`src/rtl/addsub_arbiter.sv`:
```
// Two-requester round-robin front end for one shared WIDTH-bit add/subtract datapath.
// Optional op_count output is enabled by defining ADDSUB_OPCOUNT_EN.
module addsub_arbiter #(
    parameter int WIDTH = 8
) (
    input  logic             clk,
    input  logic             rst,
    input  logic             req0_valid,
    output logic             req0_ready,
    input  logic [WIDTH-1:0] req0_a,
    input  logic [WIDTH-1:0] req0_b,
    input  logic             req0_mgate,
    input  logic             req0_cin,
    input  logic             req1_valid,
    output logic             req1_ready,
    input  logic [WIDTH-1:0] req1_a,
    input  logic [WIDTH-1:0] req1_b,
    input  logic             req1_mgate,
    input  logic             req1_cin,
    output logic             rsp_valid,
    input  logic             rsp_ready,
    output logic             rsp_id,
    output logic [WIDTH-1:0] rsp_sum,
    output logic             rsp_cout,
    output logic             rsp_ovf,
    output logic             busy
`ifdef ADDSUB_OPCOUNT_EN
    ,
    output logic [15:0]      op_count
`endif
);

    // Handshake: a request transfers in a cycle where reqN_valid and reqN_ready are both
    // high; a response transfers in a cycle where rsp_valid and rsp_ready are both high.
    typedef enum logic [1:0] {
        IDLE = 2'd0,
        EXEC = 2'd1,
        RESP = 2'd2
    } state_t;

    state_t           state_q;
    logic             last_grant_q;
    logic [WIDTH-1:0] a_q;
    logic [WIDTH-1:0] b_q;
    logic             mgate_q;
    logic             cin_q;
    logic             id_q;
    logic             rsp_valid_q;
    logic             rsp_id_q;
    logic [WIDTH-1:0] rsp_sum_q;
    logic             rsp_cout_q;
    logic             rsp_ovf_q;

    logic             grant1;
    logic [WIDTH-1:0] b_eff;
    logic [WIDTH:0]   full_d;
    logic [WIDTH-1:0] sum_d;
    logic             cout_d;
    logic             ovf_d;

    // Requester 1 wins when it is alone or when requester 0 was served last.
    assign grant1     = req1_valid && (!req0_valid || !last_grant_q);
    assign req0_ready = (state_q == IDLE) && req0_valid && !grant1;
    assign req1_ready = (state_q == IDLE) && grant1;

    assign b_eff  = mgate_q ? ~b_q : b_q;
    assign full_d = {1'b0, a_q} + {1'b0, b_eff} + {{WIDTH{1'b0}}, cin_q};
    assign sum_d  = full_d[WIDTH-1:0];
    assign cout_d = full_d[WIDTH];
    assign ovf_d  = (a_q[WIDTH-1] == b_eff[WIDTH-1]) && (sum_d[WIDTH-1] != a_q[WIDTH-1]);

    always_ff @(posedge clk) begin
        if (rst) begin
            state_q      <= IDLE;
            last_grant_q <= 1'b1;
            a_q          <= '0;
            b_q          <= '0;
            mgate_q      <= 1'b0;
            cin_q        <= 1'b0;
            id_q         <= 1'b0;
            rsp_valid_q  <= 1'b0;
            rsp_id_q     <= 1'b0;
            rsp_sum_q    <= '0;
            rsp_cout_q   <= 1'b0;
            rsp_ovf_q    <= 1'b0;
        end else begin
            case (state_q)
                IDLE: begin
                    if (req0_valid || req1_valid) begin
                        a_q          <= grant1 ? req1_a     : req0_a;
                        b_q          <= grant1 ? req1_b     : req0_b;
                        mgate_q      <= grant1 ? req1_mgate : req0_mgate;
                        cin_q        <= grant1 ? req1_cin   : req0_cin;
                        id_q         <= grant1;
                        last_grant_q <= grant1;
                        state_q      <= EXEC;
                    end
                end
                EXEC: begin
                    rsp_sum_q   <= sum_d;
                    rsp_cout_q  <= cout_d;
                    rsp_ovf_q   <= ovf_d;
                    rsp_id_q    <= id_q;
                    rsp_valid_q <= 1'b1;
                    state_q     <= RESP;
                end
                RESP: begin
                    if (rsp_ready) begin
                        rsp_valid_q <= 1'b0;
                        state_q     <= IDLE;
                    end
                end
                default: begin
                    rsp_valid_q <= 1'b0;
                    state_q     <= IDLE;
                end
            endcase
        end
    end

    assign rsp_valid = rsp_valid_q;
    assign rsp_id    = rsp_id_q;
    assign rsp_sum   = rsp_sum_q;
    assign rsp_cout  = rsp_cout_q;
    assign rsp_ovf   = rsp_ovf_q;
    assign busy      = (state_q != IDLE);

`ifdef ADDSUB_OPCOUNT_EN
    logic [15:0] op_count_q;

    // Counts delivered responses only; saturates rather than wrapping.
    always_ff @(posedge clk) begin
        if (rst) begin
            op_count_q <= '0;
        end else if ((state_q == RESP) && rsp_ready && (op_count_q != 16'hFFFF)) begin
            op_count_q <= op_count_q + 16'd1;
        end
    end

    assign op_count = op_count_q;
`endif

endmodule

```
`config.mk`:
```
export PLATFORM = sky130hd
export DESIGN_NAME = addsub_arbiter
export DESIGN_NICKNAME = d
export VERILOG_FILES = /design/src/rtl/addsub_arbiter.sv
export SDC_FILE = /design/constraint.sdc
export NUM_CORES = 1
export LEC_CHECK = 0
export CAP_MARGIN = 20
export CORE_MARGIN = 2
export CORE_UTILIZATION = 25
export CTS_CLUSTER_SIZE = 20
export DETAILED_ROUTE_END_ITERATION = 7
export GPL_ROUTABILITY_DRIVEN = 0
export SLEW_MARGIN = 15
export SYNTH_ARGS = -nofsm -noshare
export SYNTH_HDL_FRONTEND = slang
export SYNTH_SLANG_ARGS = --single-unit
```
`constraint.sdc`:
```
create_clock -name clk -period 5.4 [get_ports clk]
set_input_delay 1.35 -clock clk [delete_from_list [all_inputs] [get_ports clk]]
set_output_delay 1.35 -clock clk [all_outputs]
set_load 0.02 [all_outputs]
```
==> results.toml, run 1 <==
[status]
status = "complete, no violations"

[detailed_routing]
vias = 1600
post-route-drc-count = 0
routed_wl_um = 4262
drt_pass1_iterations = 4
wl_per_cell_um = 11.84
final_antenna_net_count = 0
first_iter_violations = 50
via_per_inst = 4.444

[sta]
min_period_ps = 4489
finalSetupViolCount = 0
skew_ps = 3.772
slew_headroom_pct = 33.91
max_freq_mhz = 222.8
slew_violations = 0
setup_ws_ps = 911.0
tightest_slew_ps = 991.4
setup_tns_ps = 0
min_period_over_period_pct = 83.13
holdWs_ps = 461.0
hold_viol_final = 0
rsz0062_at_grt = "false"

[die]
die_h_um = 92.53
core_um2 = 7647
die_w_um = 92.53
rows = 32
initial_core_util_pct = 25.62
io_pins = 56
die_area_um2 = 8562

[cells_and_area]
layout_common_cells = "clkdlybuf4s50_1 (55), dfxtp_1 (34), nor2_1 (27)"
fin_nets = 307
syn2layout_area_growth_pct = 36.91
mostFrequentLayoutCell = "clkdlybuf4s50_1"
instances_no_fill = 360
final_cell_area_um2 = 2683
num_antenna_cells = 0
drive_gt1_share_pct = 12.40

[placed_design]
placedCellCount = 352
hpwlAfterDp_um = 3255
dpl-instance-area_um2 = 2569
dp_worst_setup_slack_ps = 874.5
portBuffers = 55

[yosys]
syn_area_um2 = 1959
syn_area_per_cell_um2 = 9.558
syn_nets = 255
yosysWarnings = 0
ys_ff_latch = 34
seq_area_frac_synth_pct = 34.74
async_reset_ff_share_pct = 0
synth_cells = 205
synth-edff-count = 0
ys.flop_type = "dfxtp_1"
synth_cell_types = 40

[pwr]
peakVddDrop_uv = 107.8
p_sw_share_pct = 32.33
p_sw_uw = 263.3
pwr-share-comb_pct = 33.6
power_density_nw_per_um2 = 303.6
seqPwrFrac_pct = 37.4
p_int_uw = 551.1
leakagePower_uw = 0.001028
power_frac_clock_pct = 29.0

[setup_path]
rrSetupSlack_ps = 3060
cpMostUsedCell = "clkdlybuf4s50_1"
cp-start-kind = "primary input"
slowest_stage = "clkdlybuf4s50_1"
end_kind = "output pin"
slowest_delay_ps = 540
critPathMaxFanout = 16
path_cells = "clkdlybuf4s50_1 -> a21boi_2 -> buf_4 -> nor2_1 -> clkdlybuf4s50_1"
critical_path_class = "in2out"
arrival_ps = 3140
worstPathRequired_ps = 4050

[grt]
grt_overflow = 0
antenna_found_initial = 0
grt_usage_pct = 10.54
grt_start_max_net_pins = 30
grt_pass1_vias = 1609
grt_pass1_wl_um = 7107

[clock_network]
clk_path_buf_depth = 2
path_clk_slew_ps = 70
cts_tree = "built"
insertion_delay_ps = 290
cts_setup_buffers = 0
cts_sinks = 34
cts-resized-gates = 0
ctsHoldBuffers = 0
cts_buffers = 5
root_buffer = "clkbuf_8"
ctsHtreeMaxLevel = 2

[worst_hold_path]
min_path_type = "reg2reg"

[flow_run]
drv_cap = 0
==> routing by layer <==
| layer | wire length (um) | global-route usage, % | vias up |
|---|---|---|---|
| li1 | - | - | 846 |
| met5 | 0 | 0 | - |
| met3 | 157 | 2.441 | 8 |
| met2 | 2024 | 18.00 | 27 |
| met1 | 1994 | 12.64 | 719 |
| met4 | 86 | 4.478 | 0 |
==> power groups by stage <==
stage,clock [uW],combinational [uW],sequential [uW]
final,236,274,305
after floorplan,0,187,315
after detailed placement,0,275,311
after global routing,250,304,311
after CTS,241,276,305
after global placement,0,272,310
==> synthesized netlist by cell type (2+ instances only) <==
cell / instances / share of area (%)
nand4b_1: 2 / 0.89
buf_2: 4 / 1.0
a211oi_1: 2 / 0.77
nand2_1: 9 / 1.7
a21oi_1: 7 / 1.8
a31oi_1: 2 / 0.64
inv_1: 8 / 1.5
o21ai_1: 2 / 0.51
mux2i_1: 18 / 9.2
o21ai_0: 3 / 0.77
o21a_1: 8 / 3.1
dfxtp_1: 34 / 35
nor3_1: 6 / 1.5
a211oi_2: 18 / 11
buf_6: 2 / 1.1
ha_1: 7 / 4.5
o211ai_1: 4 / 1.5
buf_4: 2 / 0.77
nand2b_1: 2 / 0.64
xor2_1: 7 / 3.1
o31ai_1: 3 / 1.1
nand3_1: 6 / 1.5
o31a_1: 3 / 1.3
o211a_1: 2 / 1.0
nor2_1: 27 / 5.2
buf_1: 2 / 0.38
fa_1: 2 / 2.0
==> state kept, by name, indices dropped and copies added, names as in the netlist <==
| name | cells |
|---|---|
| rsp_ovf | 1 |
| rsp_sum | 8 |
| rsp_cout | 1 |
| a_q | 8 |
| id_q | 1 |
| last_grant_q | 1 |
| b_q | 8 |
| mgate_q | 1 |
| state_q | 2 |
| rsp_id | 1 |
| cin_q | 1 |
| rsp_valid | 1 |
==> cells by family after synthesis <==
group                      after synthesis  share of synthesized area, %
and+or+nand+nor                         58                         14.24
muxes                                   18                         9.195
DFF                                     34                         34.74
xor gates and xnor gates                 8                         3.576
buffers and inverters                   21                         6.194
AOI/OAI and AO/OA                       57                         25.54
adders and majority gates                9                         6.513
==> path summary, 6_finish.rpt <==
path,cells past startpoint,endpoint,start
worst max register to register,7,rsp_sum[6]$_SDFFE_PP0P_,mgate_q$_SDFFE_PP0P_
worst min-delay path,2,rsp_id$_SDFFE_PP0P_,id_q$_SDFFE_PP0P_
worst min register to register,2,rsp_id$_SDFFE_PP0P_,id_q$_SDFFE_PP0P_
worst max-delay path,5,req0_ready,req1_valid
==> through the flow <==
step                      total power, uW  util (%)
after global placement              582.3     33.59
after global routing                865.3     35.08
after floorplan                     502.7         -
after detailed placement            586.4     33.59
after CTS                           822.8     35.08
final                               814.4     35.08
==> critical path, delay by kind of cell <==
kind            cells  cell delay [ps]
buf+inv             3             1380
compound gates      1              320
simple gates        1               80
==> area by class of cell <==
class	count	area (um^2)
Clock buffer	5	68.82
Clock inverter	3	45.04
Fill cell	778	4965
Inverter	8	30.03
Multi-Input combinational cell	150	1157
Sequential cell	34	680.7
Tap cell	102	127.6
Timing Repair Buffer	58	573.1
(Power assumes the default switching activity.)
==> inputs of run 2 (changes only) <==
==> constraint.sdc (replaced) <==
create_clock -name clk -period 4.6 [get_ports clk]
set_input_delay 1.15 -clock clk [delete_from_list [all_inputs] [get_ports clk]]
set_output_delay 1.15 -clock clk [all_outputs]
set_load 0.02 [all_outputs]
==> run 2 against run 1 <==
Register-to-register slack worse by 830 ps. Critical path depth down 1. Hold slack worse by 1.5 ps. Sequential share of layout area up 0.21 points. Utilization down 0.29 points. Sequential cell count unchanged. Die area unchanged. Critical path type unchanged. Largest cell class unchanged.
==> results.toml, run 2 (synthesized netlist as in run 1, its figures left out) <==
[status]
status = "complete, no violations"

[setup_path]
slowest_stage = "clkdlybuf4s50_1"
arrival_ps = 2840
critPathMaxFanout = 6
critical_path_class = "in2out"
cp-start-kind = "primary input"
end_kind = "output pin"
slowest_delay_ps = 610
path_cells = "clkdlybuf4s50_1 -> a21boi_2 -> and2_1 -> clkdlybuf4s50_1"
worstPathRequired_ps = 3450
cpMostUsedCell = "clkdlybuf4s50_1"

[die]
die_w_um = 92.53
die_h_um = 92.53
die_area_um2 = 8562
core_um2 = 7647
initial_core_util_pct = 25.62
rows = 32
io_pins = 56

[grt]
grt_usage_pct = 10.73
antenna_found_initial = 0
grt_pass1_vias = 1532
grt_start_max_net_pins = 37
grt_pass1_wl_um = 7238
grt_overflow = 0

[clock_network]
cts-resized-gates = 0
cts_tree = "built"
cts_sinks = 34
root_buffer = "clkbuf_8"
cts_buffers = 5
ctsHtreeMaxLevel = 2
ctsHoldBuffers = 0
clk_path_buf_depth = 2
path_clk_slew_ps = 60
insertion_delay_ps = 280
cts_setup_buffers = 0

[detailed_routing]
via_per_inst = 4.431
vias = 1595
final_antenna_net_count = 0
drt_pass1_iterations = 4
wl_per_cell_um = 11.73
routed_wl_um = 4223
first_iter_violations = 42
post-route-drc-count = 0

[sta]
max_freq_mhz = 250.4
hold_viol_final = 0
min_period_ps = 3993
rsz0062_at_grt = "false"
setup_tns_ps = 0
tightest_slew_ps = 832.6
min_period_over_period_pct = 86.81
skew_ps = 2.880
slew_violations = 0
holdWs_ps = 459.6
slew_headroom_pct = 44.32
finalSetupViolCount = 0
setup_ws_ps = 606.9

[cells_and_area]
syn2layout_area_growth_pct = 35.76
num_antenna_cells = 0
instances_no_fill = 360
mostFrequentLayoutCell = "clkdlybuf4s50_1"
drive_gt1_share_pct = 12.02
layout_common_cells = "clkdlybuf4s50_1 (55), dfxtp_1 (34), nor2_1 (27)"
fin_nets = 307

[pwr]
leakagePower_uw = 0.001026
peakVddDrop_uv = 94.67
power_density_nw_per_um2 = 339.0
power_uw = 901.8

[flow_run]
drv_cap = 0

[placed_design]
hpwlAfterDp_um = 3303
placedCellCount = 352
portBuffers = 55
dp_worst_setup_slack_ps = 606.2

[worst_hold_path]
min_path_type = "reg2reg"
## run 2: area by class of cell
| class | count | area, um^2 |
|---|---|---|
| flip-flops and latches | 34 | 680.7 |
| multi-input cells | 150 | 1157 |
| clock buffers | 7 | 86.33 |
| inverters | 8 | 30.03 |
| clock inverters | 1 | 5.005 |
| well taps | 102 | 127.6 |
| repair buffers | 58 | 573.1 |
| fillers | 764 | 4987 |
## run 2: worst paths after layout
check	end	startpoint	slack, ps	depth (start not counted)
hold / removal	rsp_sum[2]$_SDFFE_PP0P_	rsp_sum[2]$_SDFFE_PP0P_	460	2
setup reg to reg	rsp_sum[6]$_SDFFE_PP0P_	mgate_q$_SDFFE_PP0P_	2230	7
setup / recovery	req1_ready	req1_valid	610	4
hold reg to reg	rsp_sum[2]$_SDFFE_PP0P_	rsp_sum[2]$_SDFFE_PP0P_	460	2
## run 2: per-layer routing
metal,up-vias,share of wire [%],GRT usage [%]
met3,7,4.7,3.417
met2,27,47,16.85
li1,844,-,-
met5,-,0,0
met4,0,1.7,4.478
met1,717,47,13.56
## run 2: stage by stage
step           util [%]  cell area, um^2
2_1_floorplan         -             1959
3_3_place_gp      33.59             2569
3_5_place_dp      33.59             2569
4_1_cts           34.78             2660
5_1_grt           34.78             2660
6_report          34.78             2660
## run 2: worst max-delay path, delay by kind of cell
kind / cells / cell delay, ps
buf+inv: 2 / 1110
simple gates: 1 / 230
compound gates: 1 / 350
## run 2: where the power goes
part           leakage (uW)  internal [uW]  total [uW]  switching, uW
clock             0.0000482            121         224            103
combinational      0.000697            155         321            165
sequential         0.000281            331         357           26.8
total               0.00103            607         902            295
==> inputs of run 3 (changes only) <==
==> constraint.sdc (replaced) <==
create_clock -name clk -period 4.6 [get_ports clk]
set_input_delay 1.15 -clock clk [delete_from_list [all_inputs] [get_ports clk]]
set_output_delay 1.15 -clock clk [all_outputs]
set_load 0.005 [all_outputs]
==> run 3 against run 2 <==
Cell area is the same. Clock-buffer cell count did not move. Wire length up 0.97%. Critical path type unchanged. Largest cell class unchanged.
==> results.toml, run 3 (synthesized netlist as in run 1, its figures left out) <==
[status]
status = "complete, no violations"

[cells_and_area]
final_cell_area_um2 = 2660
layout_common_cells = "clkdlybuf4s50_1 (55), dfxtp_1 (34), nor2_1 (27)"
num_antenna_cells = 0
drive_gt1_share_pct = 12.02
syn2layout_area_growth_pct = 35.76
fin_nets = 307
instances_no_fill = 360
mostFrequentLayoutCell = "clkdlybuf4s50_1"

[sta]
setup_tns_ps = 0
slew_headroom_pct = 65.48
rsz0062_at_grt = "false"
max_freq_mhz = 257.8
min_period_ps = 3879
finalSetupViolCount = 0
tightest_slew_ps = 517.8
hold_viol_final = 0
slew_violations = 0
min_period_over_period_pct = 84.32
skew_ps = 1.674

[pwr]
p_sw_share_pct = 31.74
seqPwrFrac_pct = 40.2
peakVddDrop_uv = 97.41
p_sw_uw = 282.0
leakagePower_uw = 0.001026
power_density_nw_per_um2 = 334.1
power_frac_clock_pct = 25.5
p_int_uw = 606.6
pwr-share-comb_pct = 34.3

[grt]
grt_usage_pct = 10.58
grt_pass1_wl_um = 7327
grt_overflow = 0
grt_pass1_vias = 1585
grt_start_max_net_pins = 37
antenna_found_initial = 0

[clock_network]
ctsHoldBuffers = 0
clk_path_buf_depth = 2
root_buffer = "clkbuf_8"
insertion_delay_ps = 280
cts_buffers = 5
cts_setup_buffers = 0
cts-resized-gates = 0
path_clk_slew_ps = 70
cts_sinks = 34
cts_tree = "built"
ctsHtreeMaxLevel = 2

[placed_design]
hpwlAfterDp_um = 3225
portBuffers = 55
dpl-instance-area_um2 = 2569
placedCellCount = 352

[die]
die_h_um = 92.53
initial_core_util_pct = 25.62
die_w_um = 92.53
io_pins = 56
die_area_um2 = 8562
rows = 32
core_um2 = 7647

[setup_path]
cp-start-kind = "primary input"
slowest_delay_ps = 520
rrSetupSlack_ps = 2240
path_delay_family = "buffers and inverters"
r2r_end = "rsp_sum[6]$_SDFFE_PP0P_"
critical_path_class = "in2out"
arrival_ps = 2730
path_cells = "clkdlybuf4s50_1 -> a21boi_2 -> and2_1 -> clkdlybuf4s50_1"
worst-path-stages = 4
end_kind = "output pin"
critPathBufInv = 2
r2r.worst_path.cells = 7
worstPathRequired_ps = 3450
cpMostUsedCell = "clkdlybuf4s50_1"
slowest_stage = "clkdlybuf4s50_1"
critPathMaxFanout = 6
reg2reg_from = "mgate_q$_SDFFE_PP0P_"

[worst_hold_path]
holdPathEnd = "rsp_sum[2]$_SDFFE_PP0P_"
min_from = "rsp_sum[2]$_SDFFE_PP0P_"
hold_depth = 2
min_path_type = "reg2reg"

[detailed_routing]
drt_pass1_iterations = 4
final_antenna_net_count = 0
post-route-drc-count = 0
via_per_inst = 4.442
vias = 1599
first_iter_violations = 54
routed_wl_um = 4264
wl_per_cell_um = 11.84

[flow_run]
drv_cap = 0
run 3: cell counts in the layout (fill, tap and decap cells not counted):
Identical to the previous run, type by type.
run 3: worst max-delay path by stage:
| stage | endpoint | from |
|---|---|---|
| 2_1_floorplan | req1_ready | req1_valid |
| 3_3_place_gp | req1_ready | req1_valid |
| 3_5_place_dp | req1_ready | req1_valid |
| 4_1_cts | req1_ready | req1_valid |
| 5_1_grt | req1_ready | req1_valid |
| 6_report | req1_ready | req1_valid |
run 3: power groups by stage:
| stage | Sequential [uW] | Clock [uW] | Combinational, uW |
|---|---|---|---|
| after CTS | 358 | 235 | 308 |
| after global placement | 364 | 0 | 302 |
| after global routing | 364 | 248 | 339 |
| after floorplan | 356 | 0 | 216 |
| final | 357 | 227 | 304 |
| after detailed placement | 365 | 0 | 307 |
run 3: cell type report:
class	instances	area [um^2]
well taps	102	127.6
multi-input cells	150	1157
clock buffers	7	86.33
repair buffers	58	573.1
flip-flops and latches	34	680.7
fillers	766	4987
clock inverters	1	5.005
inverters	8	30.03
run 3: tightest hold or removal path, delay by kind of cell (launching register included):
family | cells | cell delay [ps]
simple gates | 1 | 50
compound gates | 1 | 50
flops | 1 | 310
run 3: per-layer routing:
metal | vias to the layer above | global-route usage [%] | wire (um)
met4 | 0 | 2.612 | 42
met5 | - | 0 | 0
met1 | 718 | 13.39 | 1982
li1 | 840 | - | -
met3 | 4 | 3.255 | 238
met2 | 37 | 17.52 | 2001
run 3: through the flow:
step | worst slack [ps] | hold WS (ps) | utilization, % | power (uW)
global route | 654.8 | 478.8 | 34.78 | 951.6
finish | 721.2 | 454.9 | 34.78 | 888.6
CTS | 708.1 | 456.4 | 34.78 | 901.1
floorplan | 1781 | 432.2 | - | 572.7
detailed placement | 711.0 | 446.7 | 33.59 | 671.9
global placement | 775.4 | 443.4 | 33.59 | 665.5
